`src/rtl/move_collector.sv`:
```
// move_collector: gathers one move per player, issues setup/manche commands to the
// game datapath and tracks the result until game over.
module move_collector #(
    parameter int TIMEOUT = 1000
) (
    input  logic       clk,
    input  logic       rst,
    input  logic       SETUP_REQ,
    input  logic [3:0] SETUP_MANCHE,
    input  logic       P1_VALID,
    input  logic [1:0] P1_MOSSA,
    input  logic       P2_VALID,
    input  logic [1:0] P2_MOSSA,
    input  logic [1:0] MANCHE,
    input  logic [1:0] PARTITA,
    output logic       INIZIO_SETUP,
    output logic       INIZIO_CONTO,
    output logic [1:0] PRIMO,
    output logic [1:0] SECONDO,
    output logic       P1_ACK,
    output logic       P2_ACK,
    output logic [1:0] ULTIMA_MANCHE,
    output logic [1:0] ESITO,
    output logic       GAME_OVER,
    output logic       BUSY
);
    localparam int CW = $clog2(TIMEOUT);

    typedef enum logic [2:0] {IDLE, SETUP, WAIT_MOVES, ISSUE, RESULT, OVER} state_t;

    state_t          state_q, state_d;
    logic            f1_q, f1_d, f2_q, f2_d;
    logic [1:0]      mv1_q, mv1_d, mv2_q, mv2_d;
    logic [CW-1:0]   cnt_q, cnt_d;
    logic            go, in_wait, tmo, cap1, cap2;
    logic            inizio_setup_d, inizio_conto_d, p1_ack_d, p2_ack_d, game_over_d, busy_d;
    logic [1:0]      primo_d, secondo_d, ultima_d, esito_d;

    always_ff @(posedge clk) begin
        if (rst) begin
            state_q       <= IDLE;
            f1_q          <= 1'b0;
            f2_q          <= 1'b0;
            mv1_q         <= 2'b00;
            mv2_q         <= 2'b00;
            cnt_q         <= '0;
            INIZIO_SETUP  <= 1'b0;
            INIZIO_CONTO  <= 1'b0;
            PRIMO         <= 2'b00;
            SECONDO       <= 2'b00;
            P1_ACK        <= 1'b0;
            P2_ACK        <= 1'b0;
            ULTIMA_MANCHE <= 2'b00;
            ESITO         <= 2'b00;
            GAME_OVER     <= 1'b0;
            BUSY          <= 1'b0;
        end else begin
            state_q       <= state_d;
            f1_q          <= f1_d;
            f2_q          <= f2_d;
            mv1_q         <= mv1_d;
            mv2_q         <= mv2_d;
            cnt_q         <= cnt_d;
            INIZIO_SETUP  <= inizio_setup_d;
            INIZIO_CONTO  <= inizio_conto_d;
            PRIMO         <= primo_d;
            SECONDO       <= secondo_d;
            P1_ACK        <= p1_ack_d;
            P2_ACK        <= p2_ack_d;
            ULTIMA_MANCHE <= ultima_d;
            ESITO         <= esito_d;
            GAME_OVER     <= game_over_d;
            BUSY          <= busy_d;
        end
    end

    // A timeout marks a missing player as captured with move 00, so the
    // "both flags set" rule alone decides when to issue the manche.
    always_comb begin
        go      = SETUP_REQ && state_q != SETUP;
        in_wait = state_q == WAIT_MOVES && !go;
        tmo     = in_wait && cnt_q == CW'(TIMEOUT - 1);
        cap1    = in_wait && P1_VALID && !f1_q;
        cap2    = in_wait && P2_VALID && !f2_q;
        f1_d    = (go || state_q == ISSUE) ? 1'b0 : f1_q || cap1 || tmo;
        f2_d    = (go || state_q == ISSUE) ? 1'b0 : f2_q || cap2 || tmo;
        mv1_d   = cap1 ? P1_MOSSA : (tmo && !f1_q) ? 2'b00 : mv1_q;
        mv2_d   = cap2 ? P2_MOSSA : (tmo && !f2_q) ? 2'b00 : mv2_q;
        cnt_d   = in_wait ? cnt_q + 1'b1 : '0;
        state_d = state_q;
        if (go)
            state_d = SETUP;
        else
            case (state_q)
                SETUP:      state_d = WAIT_MOVES;
                WAIT_MOVES: state_d = (f1_d && f2_d) ? ISSUE : WAIT_MOVES;
                ISSUE:      state_d = RESULT;
                RESULT:     state_d = (PARTITA != 2'b00) ? OVER : WAIT_MOVES;
                default:    state_d = state_q;
            endcase
    end

    always_comb begin
        inizio_setup_d = state_d == SETUP;
        inizio_conto_d = state_d == ISSUE;
        primo_d        = state_d == SETUP ? SETUP_MANCHE[1:0] : state_d == ISSUE ? mv1_d : 2'b00;
        secondo_d      = state_d == SETUP ? SETUP_MANCHE[3:2] : state_d == ISSUE ? mv2_d : 2'b00;
        p1_ack_d       = cap1;
        p2_ack_d       = cap2;
        ultima_d       = go ? 2'b00 : state_q == RESULT ? MANCHE : ULTIMA_MANCHE;
        esito_d        = go ? 2'b00 : (state_q == RESULT && PARTITA != 2'b00) ? PARTITA : ESITO;
        game_over_d    = state_d == OVER;
        busy_d         = state_d inside {SETUP, ISSUE, RESULT};
    end
endmodule

```
`config.mk`:
```
export PLATFORM = sky130hd
export DESIGN_NAME = move_collector
export DESIGN_NICKNAME = d
export VERILOG_FILES = /design/src/rtl/move_collector.sv
export SDC_FILE = /design/constraint.sdc
export NUM_CORES = 1
export LEC_CHECK = 0
export CELL_PAD_IN_SITES_DETAIL_PLACEMENT = 1
export CELL_PAD_IN_SITES_GLOBAL_PLACEMENT = 1
export CORE_MARGIN = 1.5
export CORE_UTILIZATION = 36
export CTS_BUF_LIST = sky130_fd_sc_hd__clkbuf_8 sky130_fd_sc_hd__clkbuf_16
export CTS_CLUSTER_SIZE = 12
export DETAILED_ROUTE_END_ITERATION = 16
export PLACE_DENSITY_LB_ADDON = 0.08
export SYNTH_ARGS = -nofsm -noshare
export SYNTH_HDL_FRONTEND = slang
export SYNTH_SLANG_ARGS = --single-unit
```
`constraint.sdc`:
```
create_clock -name clk -period 1.9 [get_ports clk]
set_input_delay 0.38 -clock clk [delete_from_list [all_inputs] [get_ports clk]]
set_output_delay 0.38 -clock clk [all_outputs]
set_load 0.02 [all_outputs]
```
# Yosys cells after proc, flatten, opt, wreduce, memory -nomap -nowiden
# Cells that the tools add are included.
[totals]
output_inout_bits = 14
in_bits = 17
elab_cells = 65
ff_bits = 33
[op_classes]
addsub = 1
bitwise_logic = 1
muxes = 14
n_reduce_logical = 23
n_eq_ne = 10
[op_table]
columns = ["operator", "n"]
rows = [
  ["$mux 2", 8],
  ["$pmux 3 s4", 1],
  ["$logic_and 1x1->1", 11],
  ["$add 10x1->10 const B", 1],
  ["$eq 10x10->1 const B", 1],
  ["$eq 3x2->1 const B", 3],
  ["$eq 3x3->1 const B", 3],
  ["$eq 3x1->1 const B", 2],
  ["$mux 3", 2],
  ["$logic_or 1x1->1", 5],
  ["$reduce_or 2->1", 2],
  ["$logic_not 1->1", 3],
  ["$mux 1", 3],
  ["$ne 3x1->1 const B", 1],
  ["$reduce_bool 3->1", 1],
  ["$reduce_bool 2->1", 1],
  ["$not 1->1", 1],
]

# Logic depth before layout (Yosys ltp)
[logic_depth]
depth_word = 16
depth_mapped = 7
depth_no_buf = 6

# Worst setup path after synthesis
# OpenSTA, ideal clock, no wires.
[synth_path]
path_kind = "register to register"
from = "register state_q[0]"
to = "register PRIMO[0]"
arrival_time_ps = 1598
path_stages_with_launch = 8
t_required_ps = 1781
setup_ps = 119
path_slack_ps = 183
path_cell_list = "dfxtp_1 buf_6 or4b_1 buf_2 o21a_1 a31oi_1 a2bb2oi_1 o21ai_1"
[synth_between]
elab_chain_len = 16
[synth_lines]
columns = ["element", "line", "rtl"]
rows = [
  ["start: declaration", "31", "state_t state_q, state_d;"],
  ["start signal: assignment", "58", "state_q <= state_d;"],
  ["$ne 3x1->1", "80", "go = SETUP_REQ && state_q != SETUP;"],
  ["$logic_and 1x1->1", "80", ""],
  ["$logic_not 1->1", "81", "in_wait = state_q == WAIT_MOVES && !go;"],
  ["$logic_and 1x1->1", "81", ""],
  ["$logic_and 1x1->1, on equally long branches (2 in series)", "83, 84", ""],
  ["$logic_or 1x1->1, on equally long branches (2 in series)", "85, 86", ""],
  ["$mux 1, on equally long branches", "85, 86", ""],
  ["$logic_and 1x1->1", "96", "WAIT_MOVES: state_d = (f1_d && f2_d) ? ISSUE : WAIT_MOVES;"],
  ["$mux 1", "96", ""],
  ["$pmux 3 s4", "94", "case (state_q)"],
  ["$mux 3", "91", "if (go)"],
  ["$eq 3x2->1", "106", "primo_d = state_d == SETUP ? SETUP_MANCHE[1:0] : state_d == ISSUE ? mv1_d : 2'b00;"],
  ["$mux 2", "106", ""],
  ["$mux 2 (*)", "106", ""],
  ["end signal: assignment", "66", "PRIMO <= primo_d;"],
  ["end: declaration", "18", "output logic [1:0] PRIMO,"],
]
# Mark *: on every way between the ends. The rest lies on a longest branch, timed or not.
# A chain may end at the register's enable or synchronous reset.

# Worst setup path in the final report
[layout_path]
from = "register cnt_q[0]"
to = "register BUSY"
[layout_between]
elab_chain_len = 10
[layout_lines]
columns = ["element", "line", "rtl"]
rows = [
  ["start: declaration", "34", "logic [CW-1:0] cnt_q, cnt_d;"],
  ["start signal: assignment", "63", "cnt_q <= cnt_d;"],
  ["$eq 10x10->1 (*)", "82", "tmo = in_wait && cnt_q == CW'(TIMEOUT - 1);"],
  ["$logic_and 1x1->1 (*)", "82", ""],
  ["$logic_or 1x1->1, on equally long branches", "85, 86", ""],
  ["$mux 1, on equally long branches", "85, 86", ""],
  ["$logic_and 1x1->1 (*)", "96", ""],
  ["$mux 1 (*)", "96", ""],
  ["$pmux 3 s4 (*)", "94", ""],
  ["$mux 3 (*)", "91", ""],
  ["$eq 3x1->1 (tied with other cells)", "113", "busy_d = state_d inside {SETUP, ISSUE, RESULT};"],
  ["$reduce_bool 3->1 (*)", "113", ""],
  ["end signal: assignment", "73", "BUSY <= busy_d;"],
  ["end: declaration", "25", "output logic BUSY"],
]
# Marks and branches as above.

==> summary.md <==
| Metric | Value |
|---|---|
| Critical path endpoint category | `register` |
| Min Tclk post-route | `1.73 ns` |
| Root Buffer Master | `clkbuf_8` |
| Core ar. | `3440 µm²` |
| Pleak | `0.719 nW` |
| Ys flop type | `dfxtp_1` |
| Fillers | `398` |
| Crit path cell chain | `ha_1, nand2_1, nor4_2, o21bai_1, a21oi_2, o31ai_1` |
| Starting density of the core | `39.0%` |
| Row cnt | `21` |
| Die H | `64.0 µm` |
| Worst EP required | `2.09 ns` |
| Maximum VDD drop | `0.441 mV` |
| Sw Share | `20.8%` |
| Num CTS Buffers | `5` |
| Pin count of the biggest net entering global routing | `13` |
| Post-route clock period utilization | `91.2%` |
| Cells after synthesis | `152` |
| 1st-iter DRT viols | `49` |
| N_diodes | `0` |
| HP Start | `cnt_q[0]` |
| Vias in the first global route | `1,272` |
| Crit start category | `register` |
| Pins Over Slew Limit | `0` |
| CTS sink cnt | `33` |
| Total GRT Usage | `17.9%` |
| Routed len/inst | `13.8 µm` |
| CP max FO | `5` |
| CP max-delay cell | `dfxtp_1` |
| CTS tree | `built` |
| Layout cells sized above 1 | `18.0%` |
| Sequential fraction of the synthesis area | `49.3%` |
| Synth unique cells | `32` |
| Rel. slew slack | `61.8%` |
| Chip width | `64.0 µm` |
| Mapped Area | `1340 µm²` |
| Clk_lat worst skew | `0.29 ns` |
| Final setup fails | `0` |
| Port Buf Inserts | `30` |
| Combinational share of power | `9.3%` |
| Sequential share of power | `46.6%` |
| Pre-CTS setup slack | `-0.369 ns` |
| Post-DP HPWL | `2470 µm` |
| Syn Area/Cell | `8.82 µm²` |
| Antenna viol nets, final | `0` |
| Final Wtd Congestion | `0.765` |
| Class of the worst hold path | `register to register` |
| Worst Path Arrival | `1.93 ns` |
| Max Fclk | `577 MHz` |
| Synth top area cells | `dfxtp_1 49%, nand2_1 5.0%, nor2_1 4.8%, a21oi_1 3.0%, a2bb2oi_1 2.6%` |
| Seq cells post-synth | `33` |
| Die ar. | `4100 µm²` |
| Top-area cell type share of the netlist area | `49.3%` |
| Syn_nets | `170` |
| Pwr Total | `0.00152 W` |
| Internal | `0.00120 W` |
| Clock Power Share | `44.1%` |
| Hold Fails Final Rpt | `0` |
| Power Density | `777 nW/µm²` |
| Max Cap Viol | `0` |
| Post-synth ARST share | `0%` |
| Nets | `217` |
| Initial antenna violation count | `0` |
| DRC | `0` |
| Post-layout util | `56.9%` |
| Switching pwr | `0.000317 W` |
| Delay of the slowest critical-path stage | `0.35 ns` |
| Hold Path Stages | `1` |
| Clock-pin slew on the worst setup and hold paths | `0.07 ns` |
| First-pass GRT wire length | `5680 µm` |
| Hold EP | `cnt_q[0]` |
| Worst-Margin Slew | `0.571 ns` |
| Area leader, netlist | `dfxtp_1` |
| I/O Pins | `31` |
| Vias per inst | `5.07` |
| Pre-Repair DR Iteration Count | `4` |
| Worst reg2reg setup slack | `0.17 ns` |
| Final wirelength | `3390 µm` |
| P&R area growth vs syn | `45.9%` |
| Worst-case clock buffer depth | `2` |
| GRT overflow | `0` |
| RR Endpoint | `BUSY` |
| Cts hold-fix bufs | `0` |
| Reg2Reg Depth | `6` |
| YS warnings | `0` |
| Clock skew | `0.00711 ns` |
| Status | `finished, final reports clean` |
| Number of flops mapped to enable cells by yosys | `0` |
| Worst reg2reg startpoint | `cnt_q[0]` |
| Worst Slack Setup Final | `0.167 ns` |
| Setup TNS | `0 ns` |
| Worst setup path category | `register to register` |
| CTS H-tree depth | `2` |
| Via count | `1,246` |
-- metal layers --
layer  vias up  global-route usage [%]  part of all wire (%)
li1        631                       -                     -
met1       586                    20.4                    44
met3         6                    6.87                   5.1
met4         0                    6.52                   1.4
met5         -                       0                     0
met2        23                    30.2                    50
-- worst max-delay path by stage --
| stage | start | end | slack (ns) |
|---|---|---|---|
| 2_1_floorplan | state_q[0] | PRIMO[0] | 0.18 |
| 3_3_place_gp | SETUP_REQ | PRIMO[0] | -0.29 |
| 3_5_place_dp | SETUP_REQ | PRIMO[1] | -0.37 |
| 4_1_cts | SETUP_REQ | BUSY | -0.002 |
| 5_1_grt | cnt_q[0] | BUSY | -0.03 |
| 6_report | cnt_q[0] | BUSY | 0.17 |
-- Yosys cell counts, drive strengths merged (2+ instances only) --
library cell / count
clkbuf: 2
nand3: 6
xor2: 3
nor4: 4
a2bb2oi: 4
buf: 3
inv: 6
nand2: 18
nor2: 17
dfxtp: 33
or3: 2
nor3b: 4
o21a: 4
a31oi: 4
nand2b: 2
mux2i: 2
o21ai: 9
xnor2: 3
a221oi: 2
a21oi: 8
or3b: 2
nor3: 6
-- worst max-delay path, delay by kind of cell (launching register included) --
family          cells  cell delay (ns)
compound gates      3             0.61
simple gates        2             0.48
flops               1             0.35
fa+ha+maj           1             0.21
-- layout make-up --
type,count,area [µm²],share of cell area (%)
sequential,33,661,33.8
inverter,6,22.5,1.15
tap,46,57.6,2.94
clock buffer,6,82.6,4.22
multi-input combinational,108,681,34.8
timing repair buffer,45,419,21.4
clock inverter,2,33.8,1.73
-- power groups by stage --
stage          Clock (W)  Combinational, W  Sequential [W]
2_1_floorplan          0         0.0000472        0.000731
3_3_place_gp           0          0.000128        0.000723
3_5_place_dp           0          0.000131        0.000723
4_1_cts         0.000689          0.000134        0.000708
5_1_grt         0.000723          0.000153        0.000709
6_report        0.000671          0.000142        0.000708
-- what timing repair did --
action / CTS / global route
gates resized for setup: 2 / 9
cloned: 0 / 0
buffers inserted: 0 / 2
endpoints found under the setup margin: 7 / 6
pin swaps: 0 / 3
-- registers in the layout (all words and copies together) (netlist names), 2 cells and up --
name,cells
PRIMO,2
mv2_q,2
mv1_q,2
ULTIMA_MANCHE,2
cnt_q,10
state_q,3
SECONDO,2
ESITO,2
-- cells by family (layout without fill, tap and decap cells) --
logic type / Yosys count / count (layout) / synth area share [%]
compound gates: 34 / 34 / 16.2
mux: 2 / 2 / 1.49
simple gates: 65 / 65 / 24.3
flops: 33 / 33 / 49.3
buf+inv: 11 / 59 / 3.82
xor+xnor: 6 / 6 / 3.92
fa+ha+maj: 1 / 1 / 0.933
-- through the flow --
step	area (µm²)	hold slack, ns	instances
floorplan	1340	0.418	152
global placement	1770	0.430	236
detailed placement	1770	0.441	236
CTS	1890	0.452	244
global route	1960	0.477	246
finish	1960	0.445	246
-- cells in the final DEF, fill, tap and decap left out --
master / instances
dfxtp_1: 33
clkdlybuf4s50_1: 29
nand2_1: 18
nor2_1: 17
buf_4: 14
a21oi_1: 7
inv_1: 7
nor3_1: 6
nand3_1: 6
clkbuf_8: 6
o21ai_0: 5
nor3b_1: 4
o21a_1: 4
o21ai_1: 4
a2bb2oi_2: 3
xnor2_1: 3
xor2_1: 3
or3b_2: 2
nand2b_1: 2
nor4_2: 2
a31oi_1: 2
or3_1: 2
a31oi_2: 2
mux2i_1: 2
nor4_1: 2
a221oi_1: 2
nor2b_1: 1
nor4b_2: 1
or2_2: 1
o21bai_1: 1
o21ba_2: 1
a21oi_2: 1
or4b_4: 1
a2bb2oi_1: 1
o31ai_1: 1
ha_1: 1
bufinv_16: 1
dlymetal6s2s_1: 1
buf_6: 1
No activity file was read; power rests on OpenSTA's default activity.
